[config.mk]
export PLATFORM = sky130hd
export DESIGN_NAME = exec_unit_flat
export DESIGN_NICKNAME = d
export VERILOG_FILES = /design/src/rtl/exec_unit_if.sv /design/src/rtl/exec_unit.sv /design/src/flat_wrapper.sv
export SDC_FILE = /design/constraint.sdc
export NUM_CORES = 2
export LEC_CHECK = 0
export ABC_CLOCK_PERIOD_IN_PS = 9000
export CORE_ASPECT_RATIO = 0.9
export CORE_MARGIN = 2
export CORE_UTILIZATION = 60
export CTS_BUF_LIST = sky130_fd_sc_hd__clkbuf_8
export DETAILED_ROUTE_END_ITERATION = 6
export PLACE_DENSITY = 0.8
export SETUP_SLACK_MARGIN = 0.1
export SLEW_MARGIN = 20
export SYNTH_ARGS = -nofsm -noshare
export SYNTH_HDL_FRONTEND = slang
export SYNTH_SLANG_ARGS = --single-unit
[constraint.sdc]
create_clock -name clk -period 9 [get_ports clk]
set_input_delay 2.25 -clock clk [delete_from_list [all_inputs] [get_ports clk]]
set_output_delay 2.25 -clock clk [all_outputs]
set_load 0.02 [all_outputs]
[src/rtl/exec_unit_if.sv]
// Instruction handshake between the fetch/decode stage and exec_unit.
interface exec_unit_if;
  logic        in_valid;
  logic [31:0] in_instr;
  logic        in_ready;
  logic        done;
  logic        illegal;

  modport master (output in_valid, in_instr, input in_ready, done, illegal);
  modport slave  (input in_valid, in_instr, output in_ready, done, illegal);
endinterface

[src/rtl/exec_unit.sv]
// Clocked register-file/ALU datapath: single-cycle mov/add/sub/logic,
// iterative shift-add multiply producing {SGPR, rdst}.
module exec_unit #(
  parameter int unsigned DATA_W = 16,
  parameter int unsigned NREG   = 32
) (
  input  logic              clk,
  input  logic              rst_n,
  exec_unit_if.slave        bus,
  output logic [3:0]        flags,
  output logic [DATA_W-1:0] sgpr,
  input  logic [4:0]        dbg_addr,
  output logic [DATA_W-1:0] dbg_data
);

  localparam int unsigned AW = (NREG > 1) ? $clog2(NREG) : 1;
  localparam int unsigned CW = $clog2(DATA_W);

  typedef enum logic {IDLE, MUL} state_t;
  typedef enum logic [4:0] {
    OP_MOVSGPR = 5'd0, OP_MOV = 5'd1, OP_ADD = 5'd2, OP_SUB = 5'd3,
    OP_MUL     = 5'd4, OP_AND = 5'd5, OP_OR  = 5'd6, OP_XOR = 5'd7
  } op_t;

  state_t state_q, state_d;
  logic [CW-1:0] cnt_q, cnt_d;

  logic [DATA_W-1:0]   gpr [NREG];
  logic [DATA_W-1:0]   mcand_q;
  logic [2*DATA_W-1:0] prod_q, prod_next;
  logic [4:0]          mdst_q;
  logic                done_q, illegal_q;

  logic [4:0]        oper, rdst, rs1, rs2;
  logic              mode;
  logic [10:0]       imm;
  logic [DATA_W-1:0] opa, opb, res;
  logic [DATA_W:0]   sum, diff, msum;
  logic              c_bit, v_bit, is_mul, is_illegal, accept, mul_last;
  logic [3:0]        alu_flags, mul_flags;
  logic              wr_en;
  logic [4:0]        wr_idx;
  logic [DATA_W-1:0] wr_val;

  assign oper = bus.in_instr[31:27];
  assign rdst = bus.in_instr[26:22];
  assign rs1  = bus.in_instr[21:17];
  assign mode = bus.in_instr[16];
  assign rs2  = bus.in_instr[15:11];
  assign imm  = bus.in_instr[10:0];

  assign opa = (32'(rs1) < NREG) ? gpr[rs1[AW-1:0]] : '0;
  assign opb = mode ? {{(DATA_W-11){1'b0}}, imm}
                    : ((32'(rs2) < NREG) ? gpr[rs2[AW-1:0]] : '0);

  assign sum  = {1'b0, opa} + {1'b0, opb};
  assign diff = {1'b0, opa} - {1'b0, opb};

  always_comb begin
    res        = '0;
    c_bit      = 1'b0;
    v_bit      = 1'b0;
    is_mul     = 1'b0;
    is_illegal = 1'b0;
    case (oper)
      OP_MOVSGPR: res = sgpr;
      OP_MOV:     res = mode ? opb : opa;
      OP_ADD: begin
        res   = sum[DATA_W-1:0];
        c_bit = sum[DATA_W];
        v_bit = (opa[DATA_W-1] == opb[DATA_W-1]) && (res[DATA_W-1] != opa[DATA_W-1]);
      end
      OP_SUB: begin
        res   = diff[DATA_W-1:0];
        c_bit = diff[DATA_W];
        v_bit = (opa[DATA_W-1] != opb[DATA_W-1]) && (res[DATA_W-1] != opa[DATA_W-1]);
      end
      OP_MUL:     is_mul = 1'b1;
      OP_AND:     res = opa & opb;
      OP_OR:      res = opa | opb;
      OP_XOR:     res = opa ^ opb;
      default:    is_illegal = 1'b1;
    endcase
    alu_flags = {(res == '0), res[DATA_W-1], c_bit, v_bit};
  end

  // Right-shifting multiplier: low half starts as operand B and is consumed
  // one bit per step while the partial sum fills in from the top.
  assign msum      = {1'b0, prod_q[2*DATA_W-1:DATA_W]} + (prod_q[0] ? {1'b0, mcand_q} : '0);
  assign prod_next = {msum, prod_q[DATA_W-1:1]};
  assign mul_flags = {(prod_next == '0), 1'b0, (prod_next[2*DATA_W-1:DATA_W] != '0), 1'b0};

  assign accept = bus.in_valid && bus.in_ready;

  always_ff @(posedge clk or negedge rst_n) begin
    if (!rst_n) begin
      state_q <= IDLE;
      cnt_q   <= '0;
    end else begin
      state_q <= state_d;
      cnt_q   <= cnt_d;
    end
  end

  always_comb begin
    state_d      = state_q;
    cnt_d        = cnt_q;
    mul_last     = 1'b0;
    bus.in_ready = 1'b0;
    case (state_q)
      IDLE: begin
        bus.in_ready = 1'b1;
        if (bus.in_valid && is_mul) begin
          state_d = MUL;
          cnt_d   = CW'(DATA_W - 1);
        end
      end
      MUL: begin
        if (cnt_q == '0) begin
          state_d  = IDLE;
          mul_last = 1'b1;
        end else begin
          cnt_d = cnt_q - 1'b1;
        end
      end
      default: state_d = IDLE;
    endcase
  end

  always_comb begin
    wr_en  = 1'b0;
    wr_idx = rdst;
    wr_val = res;
    if (mul_last) begin
      wr_en  = 1'b1;
      wr_idx = mdst_q;
      wr_val = prod_next[DATA_W-1:0];
    end else if (accept && !is_mul && !is_illegal) begin
      wr_en = 1'b1;
    end
  end

  always_ff @(posedge clk or negedge rst_n) begin
    if (!rst_n) begin
      for (int unsigned i = 0; i < NREG; i++) gpr[i] <= '0;
      sgpr      <= '0;
      flags     <= '0;
      done_q    <= 1'b0;
      illegal_q <= 1'b0;
      mcand_q   <= '0;
      prod_q    <= '0;
      mdst_q    <= '0;
    end else begin
      done_q    <= (accept && !is_mul) || mul_last;
      illegal_q <= accept && is_illegal;
      if (accept && is_mul) begin
        mcand_q <= opa;
        prod_q  <= {{DATA_W{1'b0}}, opb};
        mdst_q  <= rdst;
      end else if (state_q == MUL) begin
        prod_q <= prod_next;
      end
      if (mul_last) begin
        flags <= mul_flags;
        sgpr  <= prod_next[2*DATA_W-1:DATA_W];
      end else if (accept && !is_mul && !is_illegal) begin
        flags <= alu_flags;
      end
      if (wr_en && (32'(wr_idx) < NREG)) gpr[wr_idx[AW-1:0]] <= wr_val;
    end
  end

  assign bus.done    = done_q;
  assign bus.illegal = illegal_q;
  assign dbg_data    = (32'(dbg_addr) < NREG) ? gpr[dbg_addr[AW-1:0]] : '0;

endmodule

[src/flat_wrapper.sv]
// flat-port wrapper written by rule: the top's interface ports become plain ports
module exec_unit_flat 
#(
  parameter int unsigned DATA_W = 16,
  parameter int unsigned NREG   = 32
)
  (clk, rst_n, flags, sgpr, dbg_addr, dbg_data, bus_in_valid, bus_in_instr, bus_in_ready, bus_done, bus_illegal);
  exec_unit_if bus_i ();
  input  logic clk;
  input  logic rst_n;
  output logic [3:0] flags;
  output logic [DATA_W-1:0] sgpr;
  input  logic [4:0] dbg_addr;
  output logic [DATA_W-1:0] dbg_data;
  input wire logic [$bits(bus_i.in_valid)-1:0] bus_in_valid;
  input wire logic [$bits(bus_i.in_instr)-1:0] bus_in_instr;
  output wire logic [$bits(bus_i.in_ready)-1:0] bus_in_ready;
  output wire logic [$bits(bus_i.done)-1:0] bus_done;
  output wire logic [$bits(bus_i.illegal)-1:0] bus_illegal;
  assign bus_i.in_valid = bus_in_valid;
  assign bus_i.in_instr = bus_in_instr;
  assign bus_in_ready = bus_i.in_ready;
  assign bus_done = bus_i.done;
  assign bus_illegal = bus_i.illegal;
  exec_unit #(.DATA_W(DATA_W), .NREG(NREG)) u_core (.clk(clk), .rst_n(rst_n), .bus(bus_i), .flags(flags), .sgpr(sgpr), .dbg_addr(dbg_addr), .dbg_data(dbg_data));
endmodule
==> metrics.log <==
INFO  metric hold_violations = 0
INFO  metric worstPathArrival = ~8300 ps
INFO  metric initial_utilization = 0.606
INFO  metric r2r-end = u_core.gpr[334]$_DFFE_PN0P_
INFO  metric rsz_0062_raised_after_global_routing = false
INFO  metric p_int = between 4 and 5 mW
INFO  metric power_per_cell_area = approximately 170 nW/um^2
INFO  metric setup.worst_path.class = primary input to register
INFO  metric fin_nets = 3503
INFO  metric gate_family_responsible_for_the_most_delay_along_the_worst_path = compound AO/OA/AOI/OAI gates
INFO  metric max_slew.worst_pin.slew = ~1100 ps
INFO  metric grt_start_max_net_pins = about 160
INFO  metric ys_ff_latch = 592
INFO  metric layout_min_cycle_time = 7740 ps
INFO  metric timing.hold.ws = 475 ps
INFO  metric synth-edff-count = 0
INFO  metric final_cell_count_without_fillers = 4320
INFO  metric slowest_delay = 780 ps
INFO  metric regArea = 14800 um^2
INFO  metric list_of_cells_traversed_by_the_critical_path = clkdlybuf4s50_1, nand2b_1, a21oi_1, a31oi_1, a21boi_0, ha_1, o211ai_1, a211oi_1, o21ai_0, nand2_1, a311oi_1, o211ai_1, nand3_1, a31o_2, a21oi_1, o21ai_1, mux2i_2, buf_4, o21ai_0
INFO  metric fin_setup_tns = 0 ps
INFO  metric critPathMaxFanout = 32
INFO  metric cts.reportedPaths.clkPinSlew = 60 ps
INFO  metric global_route.usage.total = 0.386
INFO  metric net-switching-power = around 2.2 mW
INFO  metric die_w = 269 um
INFO  metric rr_startpoint = u_core.gpr[256]$_DFFE_PN0P_
INFO  metric timing.critical_path.from_type = primary input
INFO  metric finalWeightedCongestion = 0.993
INFO  metric maxSlewViolCount = 0
INFO  metric drt-vias-per-instance = 7.19
INFO  metric drtIter0Drc = 4490
INFO  metric setup_slack_at_placement = 742 ps
INFO  metric post_detailed_routing_wire_length = 126000 um
INFO  metric grt_pass1_vias = ~30000
INFO  metric clock_tree_root_buffer_cell = sky130_fd_sc_hd__clkbuf_8
INFO  metric switching_share = 0.316
INFO  metric cts-htree-levels = 3
INFO  metric crit_path_top_delay_cell = sky130_fd_sc_hd__clkdlybuf4s50_1
INFO  metric hold_buffers = 0
INFO  metric cts_sinks = ~590
INFO  metric grt_first_pass_wirelength = 189000 um
INFO  metric worst-r2r-cell-count = 18
INFO  metric fillCellCount = 4642
INFO  metric clock_latency = 740 ps
INFO  metric pin_count = 79
INFO  metric power.share.combinational = 0.196
INFO  metric tritoncts.num_buffers = 97
INFO  metric dp_cells = 4143
INFO  metric synthesis.nets = 3539
INFO  metric synth.distinct_cells = 87
INFO  metric slew-limit-headroom = 0.253
INFO  metric detail_route.wl_per_cell = 29.1 um
INFO  metric ys_dominant_reg_cell = sky130_fd_sc_hd__dfrtp_1
INFO  metric die-area = 65400 um^2
INFO  metric grt_antenna_before_repair = 5
INFO  metric seq_power_share = 0.442
INFO  metric routed-via-count = between 30000 and 40000
INFO  metric crit_required = 9560 ps
INFO  metric crit_path_end_kind = register
INFO  metric synth.cell_area = 38000 um^2
INFO  metric outcome = completed
INFO  metric power.share.clock = 0.362
INFO  metric finClkSkew = 42.2 ps
INFO  metric drt_pre_antenna_iters = 6
INFO  metric max-vdd-ir-drop = 0.165 mV
INFO  metric core = 62700 um^2
INFO  metric multi_input_area = approximately 22000 um^2
INFO  metric buffer_ports.inserted = between 70 and 80
INFO  metric synth.avg_cell_area = between 10 and 15 um^2
INFO  metric setup_violations = 0
INFO  metric startpoint = bus_in_instr[15]
INFO  metric synth.yosys.warnings = 0
INFO  metric max-clock-path-buffers = 3
INFO  metric postRouteAntennaNets = 0
INFO  metric place_hpwl = approximately 80000 um
INFO  metric cts_tree = built
INFO  metric globalRouteOverflowTotal = 0
INFO  metric synth_sequential_area_ratio = 0.390
INFO  metric layout_setup_ws = 1260 ps
INFO  metric syn_inst = about 3400
INFO  metric drc = 0
INFO  metric drive_above_1_share = 0.247
INFO  metric leakage_power = around 18 nW
INFO  metric hp-class = register to register
INFO  metric synth_async_sr_flop_share = 1.00
INFO  metric area_growth_from_synthesis_to_layout = 8.99%
INFO  metric rows = 87
INFO  metric fin_crit_sh = 0.860
INFO  metric worst_setup_path_endpoint = u_core.gpr[334]$_DFFE_PN0P_
INFO  metric worst-path-buf-inv = 2
INFO  metric reg2reg_setup_slack = 3180 ps
INFO  metric cts_post_setup_buffers_inserted = 0
INFO  metric drv_cap = 0
INFO  metric critical_path_cell_count = 19
INFO  metric floorplan.die.height = 243 um
INFO  metric achievable-frequency = 129 MHz
INFO  metric cts_resized = 0
sequential cells by signal, indices dropped and copies added, names as in the netlist:
name	flops
u_core.mdst_q	5
u_core.state_q	1
u_core.bus.done	1
u_core.sgpr	16
u_core.cnt_q	4
u_core.prod_q	32
u_core.bus.illegal	1
u_core.mcand_q	16
u_core.gpr	512
u_core.flags	4
power groups by stage:
stage / Clock, mW / Combinational (mW) / Sequential, mW
after floorplan: 0 / 0.891 / 3.00
after global placement: 0 / 1.29 / 3.04
after detailed placement: 0 / 1.31 / 3.05
after CTS: 2.49 / 1.32 / 3.01
after global routing: 2.62 / 1.44 / 3.04
final: 2.47 / 1.34 / 3.02
metrics by stage:
stage	power, mW	cell area [um^2]	utilization
2_1_floorplan	3.89	38000	-
3_3_place_gp	4.33	39400	0.628
3_5_place_dp	4.36	39400	0.628
4_1_cts	6.82	41400	0.660
5_1_grt	7.09	41400	0.661
6_report	6.84	41400	0.661
cell type report:
type	instances	area share
timing repair buffer	181	0.0404
clock buffer	123	0.0409
antenna	1	0.0000604
clock inverter	53	0.00785
inverter	66	0.00598
multi-input combinational	2459	0.522
tap	845	0.0255
sequential	592	0.358
routing by layer:
layer | GRT usage | up-vias | routed length, um
li1 | - | 12800 | -
met1 | 0.530 | 15400 | 46500
met2 | 0.549 | 2300 | 53700
met3 | 0.123 | 537 | 17200
met4 | 0.211 | 8 | 8080
met5 | 0 | - | 46
cells in the final DEF (no fill, tap or decap), types with 11 or more instances in the layout:
cell	count
sky130_fd_sc_hd__o22ai_1	22
sky130_fd_sc_hd__nand2b_1	14
sky130_fd_sc_hd__mux2i_1	99
sky130_fd_sc_hd__nand4_1	13
sky130_fd_sc_hd__mux4_2	413
sky130_fd_sc_hd__a21oi_1	69
sky130_fd_sc_hd__o21ai_1	90
sky130_fd_sc_hd__and3_1	11
sky130_fd_sc_hd__dfrtp_1	592
sky130_fd_sc_hd__a22o_1	12
sky130_fd_sc_hd__a22oi_1	34
sky130_fd_sc_hd__o21ai_0	418
sky130_fd_sc_hd__nor2b_1	29
sky130_fd_sc_hd__nor3_1	22
sky130_fd_sc_hd__clkdlybuf4s50_1	63
sky130_fd_sc_hd__mux2_2	121
sky130_fd_sc_hd__nand2_1	617
sky130_fd_sc_hd__buf_4	94
sky130_fd_sc_hd__and2_1	23
sky130_fd_sc_hd__a211oi_1	19
sky130_fd_sc_hd__ha_1	64
sky130_fd_sc_hd__clkbuf_8	125
sky130_fd_sc_hd__buf_12	11
sky130_fd_sc_hd__nand3_1	41
sky130_fd_sc_hd__a21o_1	11
sky130_fd_sc_hd__nor2_1	97
sky130_fd_sc_hd__inv_1	92
sky130_fd_sc_hd__clkinv_2	14
cell usage after synthesis, drive strengths merged (9+ instances only):
master / count / area share
mux2i: 104 / 0.027
xor2: 9 / 0.0021
xnor2: 10 / 0.0023
nor2b: 31 / 0.0052
nand2b: 14 / 0.0023
o221ai: 9 / 0.0022
or3: 10 / 0.0016
a21o: 11 / 0.0022
a22oi: 35 / 0.0070
a21oi: 73 / 0.0099
a221oi: 12 / 0.0034
nand2: 618 / 0.061
nand4: 13 / 0.0021
and3: 11 / 0.0018
o211ai: 10 / 0.0020
nor2: 98 / 0.0097
nor3b: 9 / 0.0018
a22o: 12 / 0.0028
mux4: 413 / 0.24
a211oi: 21 / 0.0044
nor3: 23 / 0.0030
buf: 81 / 0.015
ha: 64 / 0.021
mux2: 121 / 0.036
o21ai: 513 / 0.068
o22ai: 22 / 0.0036
nand3: 44 / 0.0061
inv: 65 / 0.0064
clkbuf: 235 / 0.023
a31oi: 11 / 0.0020
and2: 24 / 0.0040
dfrtp: 592 / 0.39
kinds of logic after synthesis:
group / share of synthesized area
muxes: 0.308
and+or+nand+nor: 0.105
buffers and inverters: 0.0445
DFF: 0.390
AOI/OAI and AO/OA: 0.126
xor gates and xnor gates: 0.00438
adders and majority gates: 0.0221
worst register-to-register path: stages (launching register included):
cell and delay [ps]:
sky130_fd_sc_hd__dfrtp_1 410, sky130_fd_sc_hd__mux4_2 480, sky130_fd_sc_hd__mux4_2 490, sky130_fd_sc_hd__nor2b_1 160, sky130_fd_sc_hd__a211oi_1 500, sky130_fd_sc_hd__a21oi_1 200, sky130_fd_sc_hd__ha_1 310, sky130_fd_sc_hd__fa_1 470
sky130_fd_sc_hd__a21oi_1 180, sky130_fd_sc_hd__nor2_1 100, sky130_fd_sc_hd__o311ai_0 370, sky130_fd_sc_hd__o21ai_2 160, sky130_fd_sc_hd__a41oi_1 470, sky130_fd_sc_hd__o21ai_1 250, sky130_fd_sc_hd__o211a_1 280, sky130_fd_sc_hd__o21ai_1 230
sky130_fd_sc_hd__mux2i_2 100, sky130_fd_sc_hd__buf_4 270, sky130_fd_sc_hd__o21ai_0 290
how the worst min path moves through the flow:
stage / from / end / slack [ps] / cells past startpoint
after floorplan: u_core.mcand_q[15]$_DFFE_PN0P_ / u_core.mcand_q[15]$_DFFE_PN0P_ / 440 / 2
after global placement: u_core.mcand_q[2]$_DFFE_PN0P_ / u_core.mcand_q[2]$_DFFE_PN0P_ / 460 / 2
after detailed placement: u_core.mcand_q[15]$_DFFE_PN0P_ / u_core.mcand_q[15]$_DFFE_PN0P_ / 460 / 2
after CTS: u_core.mcand_q[15]$_DFFE_PN0P_ / u_core.mcand_q[15]$_DFFE_PN0P_ / 480 / 2
after global routing: u_core.mcand_q[13]$_DFFE_PN0P_ / u_core.mcand_q[13]$_DFFE_PN0P_ / 500 / 2
final: u_core.mcand_q[15]$_DFFE_PN0P_ / u_core.mcand_q[15]$_DFFE_PN0P_ / 480 / 2
Power figures use the tool's default switching activity.
